$ cat src/rtl/module_display_scan.sv
// Time-multiplexed scan driver for an N-digit 7-segment display.
// Display words are accepted into a holding register and applied only at frame boundaries.
module module_display_scan #(
    parameter int N_DIGITS         = 4,
    parameter int REFRESH_DIV      = 27000,
    parameter int ANODE_ACTIVE_LOW = 1,
    localparam int IDX_W = (N_DIGITS > 1) ? $clog2(N_DIGITS) : 1
) (
    input  logic                  clk,
    input  logic                  rst_n,
    input  logic [4*N_DIGITS-1:0] value_i,
    input  logic                  value_valid_i,
    output logic                  value_ready_o,
    input  logic                  blank_lz_i,
    output logic [3:0]            data_o,
    output logic [N_DIGITS-1:0]   anode_o,
    output logic                  blank_o,
    output logic [IDX_W-1:0]      digit_idx_o
);

    localparam int CNT_W = $clog2(REFRESH_DIV);
    localparam logic [CNT_W-1:0] CNT_LAST = CNT_W'(REFRESH_DIV - 1);
    localparam logic [IDX_W-1:0] IDX_LAST = IDX_W'(N_DIGITS - 1);
    localparam logic [N_DIGITS-1:0] ANODE_OFF =
        (ANODE_ACTIVE_LOW != 0) ? {N_DIGITS{1'b1}} : {N_DIGITS{1'b0}};

    logic [CNT_W-1:0]      cnt_q, cnt_d;
    logic [IDX_W-1:0]      idx_q, idx_d;
    logic [4*N_DIGITS-1:0] active_q, active_d;
    logic [4*N_DIGITS-1:0] pending_q, pending_d;
    logic                  pendingFull_q, pendingFull_d;
    logic                  ready_q;
    logic [3:0]            data_q, data_d;
    logic [N_DIGITS-1:0]   anode_q, anode_d;
    logic                  blank_q;
    logic [IDX_W-1:0]      digitIdx_q;

    logic                  cntWrap;
    logic                  frameEnd;
    logic                  transfer;
    logic [3:0]            digitSel;
    logic                  leadZero;
    logic                  blankDigit;
    logic [N_DIGITS-1:0]   anodeOn;

    always_comb begin
        cntWrap  = (cnt_q == CNT_LAST);
        frameEnd = cntWrap && (idx_q == IDX_LAST);
        transfer = value_valid_i && ready_q;

        cnt_d = cntWrap ? '0 : cnt_q + CNT_W'(1);
        idx_d = idx_q;
        if (cntWrap) begin
            idx_d = (idx_q == IDX_LAST) ? '0 : idx_q + IDX_W'(1);
        end

        // A word accepted on the boundary edge itself waits for the next boundary.
        active_d      = active_q;
        pending_d     = pending_q;
        pendingFull_d = pendingFull_q;
        if (frameEnd && pendingFull_q) begin
            active_d      = pending_q;
            pendingFull_d = 1'b0;
        end
        if (transfer) begin
            pending_d     = value_i;
            pendingFull_d = 1'b1;
        end

        digitSel = 4'h0;
        leadZero = 1'b1;
        anodeOn  = '0;
        for (int k = 0; k < N_DIGITS; k++) begin
            anodeOn[k] = (IDX_W'(k) == idx_q);
            if (IDX_W'(k) == idx_q) begin
                digitSel = active_q[4*k +: 4];
            end
            if ((IDX_W'(k) >= idx_q) && (active_q[4*k +: 4] != 4'h0)) begin
                leadZero = 1'b0;
            end
        end

        // Digit 0 is never blanked so an all-zero word still reads "0".
        blankDigit = blank_lz_i && (idx_q != '0) && leadZero;
        data_d     = blankDigit ? 4'h0 : digitSel;
        anode_d    = blankDigit ? ANODE_OFF
                   : ((ANODE_ACTIVE_LOW != 0) ? ~anodeOn : anodeOn);
    end

    always_ff @(posedge clk) begin
        if (!rst_n) begin
            cnt_q         <= '0;
            idx_q         <= '0;
            active_q      <= '0;
            pending_q     <= '0;
            pendingFull_q <= 1'b0;
            ready_q       <= 1'b0;
            data_q        <= 4'h0;
            anode_q       <= ANODE_OFF;
            blank_q       <= 1'b1;
            digitIdx_q    <= '0;
        end else begin
            cnt_q         <= cnt_d;
            idx_q         <= idx_d;
            active_q      <= active_d;
            pending_q     <= pending_d;
            pendingFull_q <= pendingFull_d;
            ready_q       <= !pendingFull_d;
            data_q        <= data_d;
            anode_q       <= anode_d;
            blank_q       <= blankDigit;
            digitIdx_q    <= idx_q;
        end
    end

    assign value_ready_o = ready_q;
    assign data_o        = data_q;
    assign anode_o       = anode_q;
    assign blank_o       = blank_q;
    assign digit_idx_o   = digitIdx_q;

endmodule

$ cat config.mk
export PLATFORM = sky130hd
export DESIGN_NAME = module_display_scan
export DESIGN_NICKNAME = d
export VERILOG_FILES = /design/src/rtl/module_display_scan.sv
export SDC_FILE = /design/constraint.sdc
export NUM_CORES = 1
export LEC_CHECK = 0
export CELL_PAD_IN_SITES_DETAIL_PLACEMENT = 1
export CELL_PAD_IN_SITES_GLOBAL_PLACEMENT = 2
export CORE_UTILIZATION = 41
export CTS_CLUSTER_DIAMETER = 150
export CTS_CLUSTER_SIZE = 10
export DETAILED_ROUTE_END_ITERATION = 8
export DONT_BUFFER_PORTS = 1
export PLACE_DENSITY = 0.79
export SETUP_SLACK_MARGIN = 0.3
export SYNTH_ARGS = -nofsm -noshare
export SYNTH_HDL_FRONTEND = slang
export SYNTH_SLANG_ARGS = --single-unit
$ cat constraint.sdc
create_clock -name clk -period 2.6 [get_ports clk]
set_clock_uncertainty 0.05 [all_clocks]
set_input_delay 0.52 -clock clk [delete_from_list [all_inputs] [get_ports clk]]
set_output_delay 0.52 -clock clk [all_outputs]
set_load 0.005 [all_outputs]
# [Word-level counts from Yosys, hierarchy flattened]
# Index checks and enable logic that the tools add are counted.
[totals] ff_bits=62 latchBits=0 ramBits=0 rom_bits=0 inputBits=20 elab_cells=52 memories=0
[op_classes] addsub=2 multipliers=0 div=0 n_lt_le_gt_ge=4 n_eq_ne=5 shifts=0 muxes=11 bitwise_logic=2 reduce_logical=18
[op_table] operator="two-way mux 4 bit" count=4
[op_table] operator="nonzero test 4 bit" count=4
[op_table] operator="adder 15 x 1 -> 15 bit (second input constant)" count=1
[op_table] operator="equality test 15 bit (second input constant)" count=1
[op_table] operator="logical AND 1 bit" count=9
[op_table] operator="two-way mux 1 bit" count=6
[op_table] operator="equality test 2 bit (first input constant)" count=2
[op_table] operator="greater-or-equal comparator 1 x 2 -> 1 bit (first input constant)" count=2
[op_table] operator="greater-or-equal comparator 2 bit (first input constant)" count=2
[op_table] operator="inverter 4 bit" count=1
[op_table] operator="OR reduction 2 bit" count=2
[op_table] operator="adder 2 x 1 -> 2 bit (second input constant)" count=1
[op_table] operator="equality test 1 x 2 -> 1 bit (first input constant)" count=1
[op_table] operator="equality test 2 bit (second input constant)" count=1
[op_table] operator="logical NOT 2 bit" count=1
[op_table] operator="two-way mux 2 bit" count=1
[op_table] operator="nonzero test 2 bit" count=1
[op_table] operator="logical NOT 1 bit" count=1
[op_table] operator="inverter 1 bit" count=1

# [Longest topological paths before layout]
[logic_depth] ltp_word=8 mapped_depth=8 depth_no_buf=7

# [Worst setup path after synthesis]
# Ideal clock, no wire load.
[synth_timing] path_type="reg2reg" startpoint="reg cnt_q[0]" endpoint="reg active_q[10]" t_arrival_ps=1487 required_ps=2478 path_slack_ps=991 stages_incl_launch_ff=7 path_buffers=1 period_less_slack_ps=1609 cell_sequence="dfxtp_1 ha_1 and4b_1 nand4_4 nor2_8 buf_12 mux2i_1"
[synth_between] elab_chain_len=3
[synth_rtl] element="from (decl)" line_no="27" rtl="logic [CNT_W-1:0] cnt_q, cnt_d;"
[synth_rtl] element="from (signal assigned)" line_no="103" rtl="cnt_q <= cnt_d;"
[synth_rtl] element="equality test 15 bit" line_no="47" rtl="cntWrap = (cnt_q == CNT_LAST);"
[synth_rtl] element="logical AND 1 bit" line_no="48" rtl="frameEnd = cntWrap && (idx_q == IDX_LAST);"
[synth_rtl] element="logical AND 1 bit" line_no="61" rtl="if (frameEnd && pendingFull_q) begin"
[synth_rtl] element="to (signal assigned)" line_no="105" rtl="active_q <= active_d;"
[synth_rtl] element="to (decl)" line_no="29" rtl="logic [4*N_DIGITS-1:0] active_q, active_d;"
# Every way passes these cells.
# A chain may end at the register's enable or synchronous reset.

# [Worst setup path in the final report]
[layout_timing] startpoint="reg idx_q[1]" endpoint="reg active_q[14]"
[layout_between] elab_chain_len=3
[layout_rtl] element="from (decl)" line_no="28" rtl="logic [IDX_W-1:0] idx_q, idx_d;"
[layout_rtl] element="from (signal assigned)" line_no="104" rtl="idx_q <= idx_d;"
[layout_rtl] element="equality test 2 bit" line_no="48"
[layout_rtl] element="logical AND 1 bit" line_no="48"
[layout_rtl] element="logical AND 1 bit" line_no="61"
# Every way passes these cells.

==> impl_metrics.yaml <==
final_layout:
  drive_gt1_share_pct: 8.30
  multiInputGateArea_um2: 1240
  layout_common_cells: "78 x nand2_1, 62 x dfxtp_1, 17 x nor2_1, 17 x mux2i_1, 15 x a21boi_0"
  diodes: 0
  nets: 310
  utilization_pct: 45.9
  final_common_cell: "nand2_1"
  area_growth_pct: 6.06
  ff_latch_area_um2: 1240
  fill_cells: 721
  stdcell_count: 364
route:
  wl_per_cell_um: 14.3
  first_iter_violations: 41
  dr.pass1.iters: 4
  drc: 0
  routed_wl_mm: 5.20
  vias_per_cell: 5.00
  final_antenna_net_count: 0
  vias: 1819
clocking:
  clock_sinks: 62
  cts_buffer_depth: 2
  ctsResizeCount: 0
  clkTransAtPathRegs_ns: 0.07
  cts_buffers: 9
  clock_latency_ns: 0.34
  h-tree-depth: 3
  ctsHoldBuffers: 0
  cts_root_buf: "clkbuf_8"
  cts_tree: "done"
  post-cts-setup-buffer-count: 0
power_and_ir_drop:
  p_int_mw: 1.33
  p_total_mw: 1.77
  power_density_nw_per_um2: 636
  power_frac_seq_pct: 55.5
  clkPwrFrac_pct: 41.8
  p_leak_nw: 1.01
  switchingPower_uw: 434
  p_sw_share_pct: 24.5
  ir_worst_vdd_mv: 0.335
  p_comb_share_pct: 2.7
worst_hold_path:
  hp-start: "rst_n"
  worstHoldPathCells: 1
  whs_endpoint: "anode_o[0]$_SDFF_PP1_"
  hp-class: "primary input to register"
critical_path:
  path_cells: "ha_1, nand2_1, nor2_8, mux2i_1"
  criticalPathCategory: "register to register"
  cpPeakStageDelay_ns: 0.45
  crit_cells: 4
  critical-path-slowest-cell: "dfxtp_1"
  rr_worst_depth: 4
  path_buf_inv: 0
  cp_top_family: "simple AND/OR/NAND/NOR gates"
  worst_setup_path_end_kind: "register"
  critPathLaunchType: "register"
  critical_path_peak_fanout: 16
  crit_arrival_ns: 2.03
  reg2reg_slack_ns: 0.79
  reg2reg_from: "idx_q[1]$_SDFFE_PN0N_"
  critPathRequiredTime_ns: 2.82
  r2r-end: "active_q[14]$_SDFFE_PN0P_"
global_routing:
  grt_pass1_wl_mm: 8.71
  globalRouteTotalUtil_pct: 17.6
  antenna_found_initial: 0
  grt-ovfl-total: 0
  grt_pass1_vias: 1804
  grt_max_degree: 60
timing:
  setup_viol: 0
  tightest_slew_ns: 0.614
  fin_crit_sh_pct: 69.7
  tns_ns: 0
  whs_ns: 0.198
  fmax_ghz: 0.552
  relSlewSlack_pct: 59.0
  hold_viol_final: 0
  fin_crit_ns: 1.81
  slew_violations: 0
  rsz0062_at_grt: "false"
yosys:
  synth_nets: 314
  synth.avg_cell_area_um2: 9.10
  synth_edf_count: 0
  netlist_area_um2: 2620
  ys_ff_latch: 62
  ys_async_sr_fraction_pct: 0
  synthTopCellsByArea: "dfxtp_1 47%, nand2_1 11%, mux2i_1 6.5%"
  yosysTopAreaCell: "dfxtp_1"
  ys.flop_type: "dfxtp_1"
  ys_types: 36
  synthCells: 288
  ys_seq_area_share_pct: 47.4
  ys_warn_count: 0
  synth_top_area_share_pct: 47.4
place:
  placed_cells: 348
  routabilityCongestion: 0.800
  place_hpwl_mm: 3.53
  port_buffers: 0
floorplanning:
  fp-row-count: 28
  initial_utilization_pct: 43.2
  core-area_um2: 6060
  dieArea_um2: 6720
  die_w_um: 82.0
  die_h_um: 82.0
  ios: 32
flow_run:
  maxCapViolCount: 0
outcome:
  status: "finished, final reports clean"
-- cells by family (layout without fill, tap and decap cells) --
logic type / after synthesis / after routing / synth area share, %
simple gates: 128 / 128 / 23.8
flops: 62 / 62 / 47.4
compound gates: 38 / 38 / 9.64
buf+inv: 24 / 25 / 5.49
mux: 17 / 17 / 6.49
xor+xnor: 13 / 13 / 4.34
fa+ha+maj: 6 / 6 / 2.86
-- worst reg2reg max path: stages (launching register included) --
cell,delay [ns]
dfxtp_1,0.45
ha_1,0.44
nand2_1,0.21
nor2_8,0.35
mux2i_1,0.24
-- worst max-delay path by stage --
stage | startpoint | endpoint | slack, ns
3_5_place_dp | idx_q[1]$_SDFFE_PN0N_ | active_q[14]$_SDFFE_PN0P_ | 0.77
2_1_floorplan | cnt_q[0]$_SDFF_PP0_ | active_q[10]$_SDFFE_PN0P_ | 0.99
3_3_place_gp | idx_q[0]$_SDFFE_PN0N_ | active_q[3]$_SDFFE_PN0P_ | 0.82
4_1_cts | idx_q[1]$_SDFFE_PN0N_ | active_q[5]$_SDFFE_PN0P_ | 0.74
5_1_grt | idx_q[0]$_SDFFE_PN0N_ | active_q[14]$_SDFFE_PN0P_ | 0.58
6_report | idx_q[1]$_SDFFE_PN0N_ | active_q[14]$_SDFFE_PN0P_ | 0.79
-- sequential cells by signal, summed over array words and instances (netlist names) --
name           flops
pendingFull_q      1
value_ready_o      1
cnt_q             15
pending_q         16
data_o             4
anode_o            4
blank_o            1
active_q          16
digit_idx_o        2
idx_q              2
-- stage by stage --
step / cell area [µm²] / setup WS, ns
after floorplan: 2620 / 0.991
after global placement: 2610 / 0.815
after detailed placement: 2610 / 0.766
after CTS: 2780 / 0.742
after global routing: 2780 / 0.583
final: 2780 / 0.787
-- synthesized netlist by cell type (all sizes together) (2+ instances only) --
master	number
nand3	5
a22oi	4
nand4	6
clkbuf	8
buf	5
dfxtp	62
xor2	13
and2	4
a21oi	9
o21ai	5
nand2	78
and3	5
nor2	18
mux2i	17
a21boi	18
dlymetal6s2s	2
inv	9
ha	6
nor4	2
and4	4
-- per-layer routing --
metal | vias to the layer above | track usage [%] | routed length, µm
met5 | - | 0 | 0
met4 | 0 | 6.84 | 47
met3 | 5 | 5.67 | 176
met2 | 31 | 27.9 | 2360
met1 | 836 | 22.0 | 2610
li1 | 947 | - | -
-- power groups by stage --
stage	sequential, mW	clock (mW)	combinational (mW)
4_1_cts	0.981	0.768	0.0488
3_3_place_gp	1.00	0	0.0482
2_1_floorplan	1.00	0	0.0541
5_1_grt	0.984	0.799	0.0558
3_5_place_dp	1.00	0	0.0487
6_report	0.981	0.740	0.0475
-- cell type report --
type                    instances  share of cell area [%]
clock buffers                   9                    4.46
clock inverters                 7                    1.85
inverters                       9                    1.22
multi-input cells             202                    44.5
flip-flops and latches         62                    44.6
well taps                      75                    3.38
Note: power is estimated with default switching activity, not from simulation.
